==> src/rtl/data_mem_arbiter.sv <==
// Two-port round-robin arbiter in front of a 64-word data memory.
// Each granted access takes three cycles: grant, memory access, then an acknowledge pulse.
module data_mem_arbiter (
   input  logic        clk,
   input  logic        rst_n,
   input  logic        req0,
   input  logic        req1,
   input  logic        we0,
   input  logic        we1,
   input  logic [31:0] addr0,
   input  logic [31:0] addr1,
   input  logic [31:0] wdata0,
   input  logic [31:0] wdata1,
   output logic        ack0,
   output logic        ack1,
   output logic [31:0] rdata0,
   output logic [31:0] rdata1,
   output logic        err0,
   output logic        err1,
   output logic        mem_wr_enable,
   output logic [31:0] mem_addr,
   output logic [31:0] mem_write_data,
   input  logic [31:0] mem_read_data,
   output logic        busy
);

   typedef enum logic [1:0] {
      IDLE   = 2'd0,
      ACCESS = 2'd1,
      ACK    = 2'd2
   } state_t;

   state_t      state;
   state_t      state_next;
   logic        last_grant;
   logic        grant_valid;
   logic        grant_port;
   logic        lat_port;
   logic        lat_we;
   logic [31:0] lat_addr;
   logic [31:0] lat_wdata;
   logic        addr_ok;

   // On a tie the port that was not served last wins, so neither port can starve.
   always_comb begin
      grant_valid = req0 | req1;
      grant_port  = 1'b0;
      if (req0 && req1) begin
         grant_port = ~last_grant;
      end else if (req1) begin
         grant_port = 1'b1;
      end
   end

   assign addr_ok = (lat_addr[1:0] == 2'b00) && (lat_addr[31:8] == 24'h0);
   assign busy    = (state != IDLE);

   always_ff @(posedge clk) begin
      if (!rst_n) begin
         state <= IDLE;
      end else begin
         state <= state_next;
      end
   end

   // The memory strobe is gated with rst_n so an aborted access never writes.
   always_comb begin
      state_next     = state;
      mem_wr_enable  = 1'b0;
      mem_addr       = 32'h0;
      mem_write_data = 32'h0;
      case (state)
         IDLE: begin
            if (grant_valid) begin
               state_next = ACCESS;
            end
         end
         ACCESS: begin
            mem_addr       = lat_addr;
            mem_write_data = lat_wdata;
            mem_wr_enable  = lat_we & addr_ok & rst_n;
            state_next     = ACK;
         end
         ACK: begin
            state_next = IDLE;
         end
         default: begin
            state_next = IDLE;
         end
      endcase
   end

   // Request fields are frozen at grant; later changes on the port are ignored.
   always_ff @(posedge clk) begin
      if (!rst_n) begin
         last_grant <= 1'b1;
         lat_port   <= 1'b0;
         lat_we     <= 1'b0;
         lat_addr   <= 32'h0;
         lat_wdata  <= 32'h0;
      end else if (state == IDLE && grant_valid) begin
         last_grant <= grant_port;
         lat_port   <= grant_port;
         if (grant_port) begin
            lat_we    <= we1;
            lat_addr  <= addr1;
            lat_wdata <= wdata1;
         end else begin
            lat_we    <= we0;
            lat_addr  <= addr0;
            lat_wdata <= wdata0;
         end
      end
   end

   // Response registers are loaded at the end of ACCESS, so ack and err are high for the ACK cycle only.
   always_ff @(posedge clk) begin
      if (!rst_n) begin
         ack0   <= 1'b0;
         ack1   <= 1'b0;
         err0   <= 1'b0;
         err1   <= 1'b0;
         rdata0 <= 32'h0;
         rdata1 <= 32'h0;
      end else begin
         ack0 <= 1'b0;
         ack1 <= 1'b0;
         err0 <= 1'b0;
         err1 <= 1'b0;
         if (state == ACCESS) begin
            if (lat_port) begin
               ack1 <= 1'b1;
               err1 <= ~addr_ok;
               if (!addr_ok) begin
                  rdata1 <= 32'h0;
               end else if (!lat_we) begin
                  rdata1 <= mem_read_data;
               end
            end else begin
               ack0 <= 1'b1;
               err0 <= ~addr_ok;
               if (!addr_ok) begin
                  rdata0 <= 32'h0;
               end else if (!lat_we) begin
                  rdata0 <= mem_read_data;
               end
            end
         end
      end
   end

endmodule

==> config.mk <==
export PLATFORM = sky130hd
export DESIGN_NAME = data_mem_arbiter
export DESIGN_NICKNAME = d
export VERILOG_FILES = /design/src/rtl/data_mem_arbiter.sv
export SDC_FILE = /design/constraint.sdc
export NUM_CORES = 1
export LEC_CHECK = 0
export CORE_ASPECT_RATIO = 0.75
export CORE_MARGIN = 1
export CORE_UTILIZATION = 38
export DETAILED_ROUTE_END_ITERATION = 8
export GPL_TIMING_DRIVEN = 0
export PLACE_DENSITY = 0.78
export SYNTH_ARGS = -nofsm -noshare
export SYNTH_HDL_FRONTEND = slang
export SYNTH_SLANG_ARGS = --single-unit
==> constraint.sdc <==
create_clock -name clk -period 1.7 [get_ports clk]
set_input_delay 0.255 -clock clk [delete_from_list [all_inputs] [get_ports clk]]
set_output_delay 0.255 -clock clk [all_outputs]
set_load 0.02 [all_outputs]
==> results.txt <==
- The final layout contains routed wiring with a total length of approximately 23000 um.
- TritonRoute pass-1 iters: 5
- At the pin with the least slew margin, the transition time is 0.516 ns.
- Of the cells placed in the final design, the portion with a size suffix greater than 1 is between 20 and 30%.
- Clock-pin slew of the registers on the worst-case setup and hold paths: 0.06 ns
* Clk sinks: 137
- Initial core utilization: 39.5%
- The initialized floorplan defines 40 standard-cell rows.
* Worst IR Drop VDD: around 0.00052 V
- In the finished design, the share of the clock period the worst path needs comes to 122%.
* Worst Setup Start Kind: flop
- In this run, the number of DRC markers left after iteration 0 of detailed routing was 296.
- Most frequent standard cell in the layout excluding fill and tap cells: clkdlybuf4s50_1
- The largest single stage delay on the critical path is 0.34 ns.
- Number of global-route vias before repair: 6364
* Hold Fails Final Rpt: 0
- Seq/Total Area, Yosys: 42.9%
- Cell accounting for the most synthesized area: dfxtp_1
- Worst hold margin: about 0.26 ns
* Total via count in the routed design: 6315
- Type of the most critical hold path: primary input to flop
* Dpl hpwl: ~15000 um
- For the worst setup path, the data arrival time is roughly 1.8 ns.
* Remaining global-route overflow: 0
- Share of flip-flops with an asynchronous set or reset after synthesis: 0%
- Setup repair after global routing missed its margin: yes
- CTS built an H-tree with a depth of 4.
- The cell count after synthesis came out at 651.
- Leakage component of the power: 5.07 nW
- At the placement stage, the worst setup path has a slack of -0.870 ns.
* Maximum number of pins on one net before global-route repair: 17
- Across the run, the number of max-cap violations was 0.
- Final estimated routing congestion in global placement: between 0.8 and 0.9
- The tree is rooted in a clkbuf_16.
* Net count after synthesis: 817
- Counting the fill cells in the layout gives 1263.
- The final max-slew violation count came to 0.
* P per Cell Area: 823 nW/um^2
- The floorplan step defined a die boundary enclosing 17400 um^2.
- For the worst setup path, the data required time is ~1.4 ns.
* Upper clock frequency limit: 0.481 GHz
* # port buffers: between 200 and 300
* Total Power Consumption: 9.47 mW
* Crit path max fanout: 3
- The checks that failed: setup timing.
* Minimum clock period: 2.08 ns
- The floorplan step set the die width to roughly 150 um.
- Area of the mapped netlist: 6400 um^2
* Antenna cells: 0
* Number of antenna violations at the first check in global routing: 0
- After detailed routing, the number of vias per cell comes to roughly 5.1.
* Die height: between 100 and 150 um
- Counting flops with a built-in enable in the synthesized netlist gives 0.
- Setup TNS after final layout: -21.08 ns
- Top library cells by usage in the layout, fill and taps aside: clkdlybuf4s50_1, nand2_1, mux2i_1
- TritonCTS built the clock tree.
* First-pass GRT wire length: 34800 um
- Final setup viols: approximately 130
* Status: complete, but fails checks
- After detailed routing, the number of remaining DRC violations is 0.
* Synth top area share: between 40% and 50%
- Routed WL per cell: 18.3 um
- Multi-input gate area: ~3500 um^2
- Average instance area after synthesis: 9.83 um^2
* Clock Skews: 0.0148 ns
* Buffer depth of the longest clock path: 2
- After floorplanning, the core was sized to cover ~16000 um^2.
- Cell-by-cell listing of the critical path: nor4_4, and4_1, buf_6, buf_8, nand4_1, nor2_1, buf_4
- During I/O placement, the number of pins put on the boundary was 300.
- The synthesized netlist contains 28 unique library cells.
- In this run, post-CTS hold repair placed 0 buffers.
- Source-to-sink clock delay at the later pin of the worst-skew pair: 0.41 ns
* Cts bufs inserted: 17
- Counting flops and latches in the post-synthesis netlist gives 137.
* Overall routing resource usage: 25.8%
- Critical-path cell with the highest stage delay: dfxtp_2
* Start-to-end type of the worst setup path: flop to output pin
- The worst setup path is captured at an output pin.
* Most instantiated flip-flop cell in the synthesis netlist: dfxtp_1
- Count of yosys warnings during synthesis: 0
- For this run, the share of the core covered by cells in the final layout is between 70% and 80%.
- Relative to the synthesized area, the layout overhead comes to 79.7%.
- At the end of the flow, the number of nets in the layout was 1181.
- The sequential cells in the finished layout cover a total of 2760 um^2.
- Ranked by total cell area, the synthesized netlist is headed by dfxtp_1, mux2i_1, o211a_1.
* Remaining max-slew budget at the tightest pin: 65.6%
- Post-route setup slack: -0.381 ns
* Number of nets still failing antenna checks after routing: 0
-- Yosys cell counts, types with 2 or more instances --
cell           instances
nand4_1               33
buf_2                 12
and2_1                65
nor4_1                 4
a211oi_1               2
or4_4                  2
nor2_1                 6
a311oi_4               2
buf_6                  8
dfxtp_1              137
buf_4                  2
clkbuf_1              27
dlygate4sd1_1          4
mux2i_1              129
dlygate4sd3_1          8
nand2_1              132
o211a_1               65
inv_1                  3
-- worst max-delay path: cells and delay by family (launching register included) --
kind	cells	cell delay, ns
buffers and inverters	3	0.38
flip-flops	1	0.34
AND/OR/NAND/NOR	4	0.69
-- sequential cells by signal, indices dropped and copies added (netlist names) --
signal,cells
ack0,1
ack1,1
err0,1
err1,1
last_grant,1
lat_addr,32
lat_port,1
lat_wdata,32
lat_we,1
rdata0,32
rdata1,32
state,2
-- repair_timing --
action                                  4_1_cts  5_1_grt
resized for setup                           572       47
setup buffers                                28       11
hold endpoints to repair                      0        0
gates cloned                                 12        2
endpoints found under the setup margin      199      189
pin swaps                                    43       38
-- metrics by stage --
| step | std cells | cell area, um^2 |
|---|---|---|
| 6_report | 1237 | 11500 |
| 2_1_floorplan | 651 | 6400 |
| 3_5_place_dp | 1159 | 9650 |
| 5_1_grt | 1237 | 11500 |
| 3_3_place_gp | 1159 | 9650 |
| 4_1_cts | 1229 | 11300 |
-- worst paths after layout --
| path | from | end | slack [ns] | cells after the start |
|---|---|---|---|---|
| worst min-delay path | rst_n | rdata0[3] | 0.26 | 3 |
| worst max-delay path | lat_addr[8] | mem_wr_enable | -0.38 | 7 |
| worst min register to register | rdata0[29] | rdata0[29] | 0.46 | 2 |
| worst max register to register | lat_addr[25] | rdata0[15] | -0.28 | 8 |
-- power breakdown --
part | switching [mW] | leakage (nW) | internal (mW)
Sequential | 0.147 | 1.13 | 3.41
Combinational | 0.924 | 3.67 | 1.29
Clock | 1.49 | 0.271 | 2.21
Total | 2.56 | 5.07 | 6.91
-- per-layer routing --
layer	track usage (%)	part of all wire (%)	vias to the layer above
met5	0	0	-
met2	42.7	46	252
met1	33.3	46	3014
met3	7.27	6.7	18
met4	5.87	1.2	0
li1	-	-	3031
-- logic make-up after synthesis --
family / after synthesis / synth area share [%]
multiplexers: 129 / 20.2
AO/OA/AOI/OAI: 74 / 11.7
buffers and inverters: 64 / 6.14
flip-flops: 137 / 42.9
AND/OR/NAND/NOR: 247 / 19.1
-- cell type report --
| class | instances | area share, % |
|---|---|---|
| multi-input cells | 450 | 30.4 |
| inverters | 3 | 0.0979 |
| clock buffers | 18 | 3.82 |
| well taps | 210 | 2.28 |
| repair buffers | 350 | 33.1 |
| flip-flops and latches | 137 | 24.0 |
| clock inverters | 13 | 1.27 |
| plain buffers | 56 | 5.00 |
Note: power is estimated with default switching activity, not from simulation.
